`config.mk`:
```
export PLATFORM = sky130hd
export DESIGN_NAME = ram_arbiter
export DESIGN_NICKNAME = d
export VERILOG_FILES = /design/src/rtl/ram_arbiter.sv
export SDC_FILE = /design/constraint.sdc
export NUM_CORES = 1
export LEC_CHECK = 0
export CAP_MARGIN = 20
export CORE_AREA = 2 2 163 165
export DETAILED_ROUTE_END_ITERATION = 12
export DIE_AREA = 0 0 165 167
export GPL_ROUTABILITY_DRIVEN = 0
export SKIP_LAST_GASP = 1
export SYNTH_ARGS = -nofsm -noshare
export SYNTH_HDL_FRONTEND = slang
export SYNTH_SLANG_ARGS = --single-unit
```
`constraint.sdc`:
```
create_clock -name clk -period 2.1 [get_ports clk]
set_input_delay 0.42 -clock clk [delete_from_list [all_inputs] [get_ports clk]]
set_output_delay 0.42 -clock clk [all_outputs]
set_load 0.01 [all_outputs]
```
`src/rtl/ram_arbiter.sv`:
```
// ram_arbiter: two-requester round-robin arbiter and sequencer in front of
// the single DATA_RAM access unit. Requester 0 is the load/store stage,
// requester 1 the debug/DMA port. One transaction is in flight at a time:
// capture operands (ack), pulse ram_start, wait for ram_done, return res.
//
// Ports
//   clk, rst                  clock (rising edge), async active-low reset
//   reqN, op1_N, op2_N, imm_N,
//   part_N, mode1_N, mode2_N  requester N request (level) and operands
//   ackN                      one-cycle pulse: requester N operands captured
//   doneN, resN               one-cycle pulse: resN valid (resN holds after)
//   ram_start, ram_op1/op2/imm,
//   ram_part/mode1/mode2      command and operands toward DATA_RAM
//   ram_done, ram_res         completion and result from DATA_RAM
//   busy                      high whenever the sequencer is not idle
//   err                       watchdog timeout pulse
//
// Optional feature: define RAM_WDOG_EN to enable a WAIT-state watchdog of
// TIMEOUT_CYC cycles. On expiry err pulses, res<owner> becomes all-ones and
// done<owner> still pulses. Without the macro WAIT waits forever, err = 0.
module ram_arbiter #(
  parameter int DW          = 32,
  parameter int TIMEOUT_CYC = 64
) (
  input  logic          clk,
  input  logic          rst,
  input  logic          req0,
  input  logic [DW-1:0] op1_0,
  input  logic [DW-1:0] op2_0,
  input  logic [DW-1:0] imm_0,
  input  logic [1:0]    part_0,
  input  logic [1:0]    mode1_0,
  input  logic [2:0]    mode2_0,
  output logic          ack0,
  output logic          done0,
  output logic [DW-1:0] res0,
  input  logic          req1,
  input  logic [DW-1:0] op1_1,
  input  logic [DW-1:0] op2_1,
  input  logic [DW-1:0] imm_1,
  input  logic [1:0]    part_1,
  input  logic [1:0]    mode1_1,
  input  logic [2:0]    mode2_1,
  output logic          ack1,
  output logic          done1,
  output logic [DW-1:0] res1,
  output logic          ram_start,
  output logic [DW-1:0] ram_op1,
  output logic [DW-1:0] ram_op2,
  output logic [DW-1:0] ram_imm,
  output logic [1:0]    ram_part,
  output logic [1:0]    ram_mode1,
  output logic [2:0]    ram_mode2,
  input  logic          ram_done,
  input  logic [DW-1:0] ram_res,
  output logic          busy,
  output logic          err
);

  typedef enum logic [1:0] {S_IDLE, S_ISSUE, S_WAIT, S_RESP} state_e;

  state_e        state_q, state_d;
  logic          last_grant_q, last_grant_d;
  logic          owner_q, owner_d;
  logic [DW-1:0] op1_q, op1_d, op2_q, op2_d, imm_q, imm_d;
  logic [1:0]    part_q, part_d, mode1_q, mode1_d;
  logic [2:0]    mode2_q, mode2_d;
  logic          ack0_q, ack0_d, ack1_q, ack1_d, start_q, start_d;
  logic          done0_q, done0_d, done1_q, done1_d, err_q, err_d;
  logic [DW-1:0] res0_q, res0_d, res1_q, res1_d;
  logic          any_req, winner, timeout;

  // Round robin: the requester that did not win last time has priority.
  assign any_req = req0 | req1;
  assign winner  = last_grant_q ? ~req0 : req1;

`ifdef RAM_WDOG_EN
  localparam int CW = $clog2(TIMEOUT_CYC + 1);
  logic [CW-1:0] wdog_q, wdog_d;

  // Cleared while in ISSUE so it reads 0 in the first WAIT cycle.
  always_comb begin
    wdog_d = wdog_q;
    if (state_q == S_ISSUE)     wdog_d = '0;
    else if (state_q == S_WAIT) wdog_d = wdog_q + CW'(1);
  end

  always_ff @(posedge clk or negedge rst) begin
    if (!rst) wdog_q <= '0;
    else      wdog_q <= wdog_d;
  end

  // Fires in the TIMEOUT_CYC-th WAIT cycle; a real ram_done has priority.
  assign timeout = (state_q == S_WAIT) && (wdog_q == CW'(TIMEOUT_CYC - 1));
`else
  assign timeout = 1'b0;
`endif

  // State register
  // NOTE: sequential state uses non-blocking (<=) so every flop samples
  // pre-edge values regardless of process evaluation order.
  always_ff @(posedge clk or negedge rst) begin
    if (!rst) state_q <= S_IDLE;
    else      state_q <= state_d;
  end

  // Next-state logic
  always_comb begin
    state_d = state_q;
    unique case (state_q)
      S_IDLE:  if (any_req) state_d = S_ISSUE;
      S_ISSUE: state_d = S_WAIT;
      S_WAIT:  if (ram_done || timeout) state_d = S_RESP;
      S_RESP:  state_d = S_IDLE;
      default: state_d = S_IDLE;
    endcase
  end

  // Output / datapath next values
  // NOTE: every signal gets a default first so no path leaves it unassigned,
  // which would otherwise infer a latch.
  always_comb begin
    last_grant_d = last_grant_q;
    owner_d      = owner_q;
    op1_d        = op1_q;
    op2_d        = op2_q;
    imm_d        = imm_q;
    part_d       = part_q;
    mode1_d      = mode1_q;
    mode2_d      = mode2_q;
    res0_d       = res0_q;
    res1_d       = res1_q;
    ack0_d       = 1'b0;
    ack1_d       = 1'b0;
    start_d      = 1'b0;
    done0_d      = 1'b0;
    done1_d      = 1'b0;
    err_d        = 1'b0;
    unique case (state_q)
      S_IDLE: begin
        if (any_req) begin
          owner_d      = winner;
          last_grant_d = winner;
          ack0_d       = ~winner;
          ack1_d       = winner;
          op1_d        = winner ? op1_1   : op1_0;
          op2_d        = winner ? op2_1   : op2_0;
          imm_d        = winner ? imm_1   : imm_0;
          part_d       = winner ? part_1  : part_0;
          mode1_d      = winner ? mode1_1 : mode1_0;
          mode2_d      = winner ? mode2_1 : mode2_0;
        end
      end
      S_ISSUE: start_d = 1'b1;
      S_WAIT: begin
        if (ram_done || timeout) begin
          if (owner_q) res1_d = ram_done ? ram_res : '1;
          else         res0_d = ram_done ? ram_res : '1;
          done0_d = ~owner_q;
          done1_d = owner_q;
          err_d   = ~ram_done;
        end
      end
      default: ;
    endcase
  end

  // NOTE: all datapath registers, including operands and results, are reset
  // so every output reads 0 after reset rather than stale data.
  always_ff @(posedge clk or negedge rst) begin
    if (!rst) begin
      last_grant_q <= 1'b1;
      owner_q      <= 1'b0;
      op1_q        <= '0;
      op2_q        <= '0;
      imm_q        <= '0;
      part_q       <= '0;
      mode1_q      <= '0;
      mode2_q      <= '0;
      res0_q       <= '0;
      res1_q       <= '0;
      ack0_q       <= 1'b0;
      ack1_q       <= 1'b0;
      start_q      <= 1'b0;
      done0_q      <= 1'b0;
      done1_q      <= 1'b0;
      err_q        <= 1'b0;
    end else begin
      last_grant_q <= last_grant_d;
      owner_q      <= owner_d;
      op1_q        <= op1_d;
      op2_q        <= op2_d;
      imm_q        <= imm_d;
      part_q       <= part_d;
      mode1_q      <= mode1_d;
      mode2_q      <= mode2_d;
      res0_q       <= res0_d;
      res1_q       <= res1_d;
      ack0_q       <= ack0_d;
      ack1_q       <= ack1_d;
      start_q      <= start_d;
      done0_q      <= done0_d;
      done1_q      <= done1_d;
      err_q        <= err_d;
    end
  end

  assign busy      = (state_q != S_IDLE);
  assign ack0      = ack0_q;
  assign ack1      = ack1_q;
  assign done0     = done0_q;
  assign done1     = done1_q;
  assign res0      = res0_q;
  assign res1      = res1_q;
  assign err       = err_q;
  assign ram_start = start_q;
  assign ram_op1   = op1_q;
  assign ram_op2   = op2_q;
  assign ram_imm   = imm_q;
  assign ram_part  = part_q;
  assign ram_mode1 = mode1_q;
  assign ram_mode2 = mode2_q;

endmodule

```
==> reports/qor.txt <==
Status: finished, final reports clean
R2R depth: 6
Core Area: 25800 sq um
IO Port Bufs: 415
Max Fclk: 506 MHz
Initial Utilization: 0.281
CTS Buf Count: 17
Sink Count: 176
Post-Layout Cell Count: 1275
Syn nets: 768
Final setup TNS: 0 ns
FF-to-FF Start: state_q[0]$_DFFE_PN0P_
Max Cap Viol: 0
Die area: 27600 sq um
Final Hold Fails: 0
Yosys Warn Count: 0
Clk slew on worst S/H paths: 0.08 ns
Clk_skew: 0.0108 ns
Total Routing Usage GR: 0.181
Hold_ws: 0.463 ns
Crit path time final: 1.98 ns
CTS Root Cell: clkbuf_16
Critical path class: flop to output pin
Final net count: 1173
Vias: 6172
WL/cell: 20.0 um
Final Cycle Share: 0.941
DRT Pass-1 Iters: 4
RSZ-0062 raised after global routing: false
Pwr dens: 1410 nW/um^2
Top cells by area, synth: dfrtp_1 60%, a221o_1 14%, mux2_2 10%, and3_1 8.9%, buf_2 1.9%
Most common library cells after synthesis: 175 x dfrtp_1, 103 x a221o_1, 103 x and3_1, 65 x mux2_2, 28 x buf_2
Synth async-reset ratio: 1.00
Critical Path Fanout Max: 5
Area of the multi-input gates: 2550 sq um
Yosys cell types: 23
Placed Instances: 1242
Setup WS pre-CTS: 0.181 ns
Die Height: 167 um
Synth Flop Type: dfrtp_1
Postcts setup bufs: 0
Die X: 165 um
Synth Cell Area: 7250 sq um
Vias/cell: 4.84
Worst reg2reg endpoint: ram_op2[17]$_DFFE_PN0P_
Standard-cell rows: 59
Final ANT Viol Nets: 0
First-pass GRT wire length: 38000 um
Largest net degree at the start of global routing: 64
CP Launch Type: flop
Reg area: 4410 sq um
H-tree depth: 4
DRC: 0
DRT Wirelength: 25500 um
Share of cells above drive strength 1: 0.133
Yosys top cell by area: dfrtp_1
Gr ovfl total: 0
Cell leakage power: 0.00558 uW
# fillers: 2339
Seq/Total Area, Yosys: 0.608
Max Transition Viols Final: 0
I/O pin count: 417
CP arrival: 1.56 ns
Post-synth EDFFs: 0
Worst Path Required: 1.68 ns
Reg-to-reg slack, setup: 0.38 ns
Crit path capture type: output pin
Seq cells post-synth: 176
Vias in the first global route: 6447
Worst vdd ir: 0.600 mV
CTS tree: built
Avg Inst Size Synth: 13.9 sq um
# diodes: 0
Smallest setup slack after layout: 0.124 ns
Post-DP HPWL: 18500 um
Crit path capture: busy
Finish-stage setup viols: 0
Most frequent cell after synthesis: dfrtp_1
Share of the synthesized area in the top cell type: 0.604
Initial DRC count: 343
CTS max path bufs: 2
Post-Synthesis Cells: 522
Antenna violations before repair: 0
Crit path launch: state_q[0]$_DFFE_PN0P_
Clock latency at the later pin of the worst-skew pair: 0.43 ns
Worst min-delay path class: input pin to asynchronous set/reset pin
Area grow syn2layout: 73.0%
-- final cells by class --
type,count,area share
timing repair buffer,437,0.361
tap,335,0.0334
clock inverter,15,0.0151
multi-input combinational,287,0.203
inverter,8,0.00239
sequential,176,0.351
clock buffer,17,0.0339
-- flip-flops by register name, indices dropped and copies added, names as in the netlist, 2 cells and up --
name and flops:
ram_op2 32, ram_part 2, res0 32, ram_op1 32, state_q 2, ram_mode1 2
res1 32, ram_imm 32, ram_mode2 3
-- critical path, cell delays in order, from the launching register on --
cell and delay (ns):
dfrtp_1 0.41, inv_1 0.10, ha_2 0.25, inv_1 0.07
dlygate4sd2_1 0.31
-- stage by stage --
stage | area [sq um] | utilization | power [uW]
final | 12500 | 0.487 | 17700
after global routing | 12500 | 0.487 | 18700
after CTS | 12500 | 0.487 | 17900
after floorplan | 7250 | - | 9580
after global placement | 11900 | 0.462 | 14400
after detailed placement | 11900 | 0.462 | 14500
-- report_power, final --
group | internal [uW] | switching [uW] | leakage, uW | total, uW
logic | 5070 | 3340 | 0.00312 | 8410
clock network | 1730 | 1570 | 0.000298 | 3300
registers | 5060 | 904 | 0.00216 | 5960
-- placed cells by master, fill, tap and decap left out, drive strengths merged, types with 2 or more instances in the layout --
master         instances
a21oi                  3
a221o                103
and2                   2
and3                 103
buf                   22
clkbuf                17
clkdlybuf4s50        413
clkinv                 6
dfrtp                175
ha                     3
inv                   15
mux2                  65
nand2                  2
nand3                  2
-- kinds of logic (layout without fill, tap and decap cells) --
kind of cell	after synthesis	after routing	synth area share
compound gates	109	109	0.149
other cells	1	1	0.000517
simple gates	109	109	0.0938
buf+inv	59	477	0.0430
mux	65	65	0.101
fa+ha+maj	3	3	0.00518
flops	176	176	0.608
-- how the worst min path moves through the flow --
| stage | end | slack, ns |
|---|---|---|
| after floorplan | ack0$_DFF_PN0_ | 0.12 |
| after global placement | res1[12]$_DFFE_PN0P_ | 0.34 |
| after detailed placement | res1[12]$_DFFE_PN0P_ | 0.34 |
| after CTS | res1[12]$_DFFE_PN0P_ | 0.45 |
| after global routing | res1[20]$_DFFE_PN0P_ | 0.47 |
| final | res1[12]$_DFFE_PN0P_ | 0.46 |
-- per-layer routing --
metal	GRT usage	part of all wire	vias up
met5	0	0	-
met4	0.0397	0.013	0
met3	0.0605	0.086	19
met2	0.313	0.49	286
met1	0.219	0.41	3021
li1	-	-	2846
-- repair_timing --
action | in CTS | in global routing
endpoints found under the setup margin | 1 | 1
gates resized for setup | 1 | 1
endpoints found under the hold margin | 31 | 0
hold buffers | 1 | 0
Note: power is estimated with default switching activity, not from simulation.
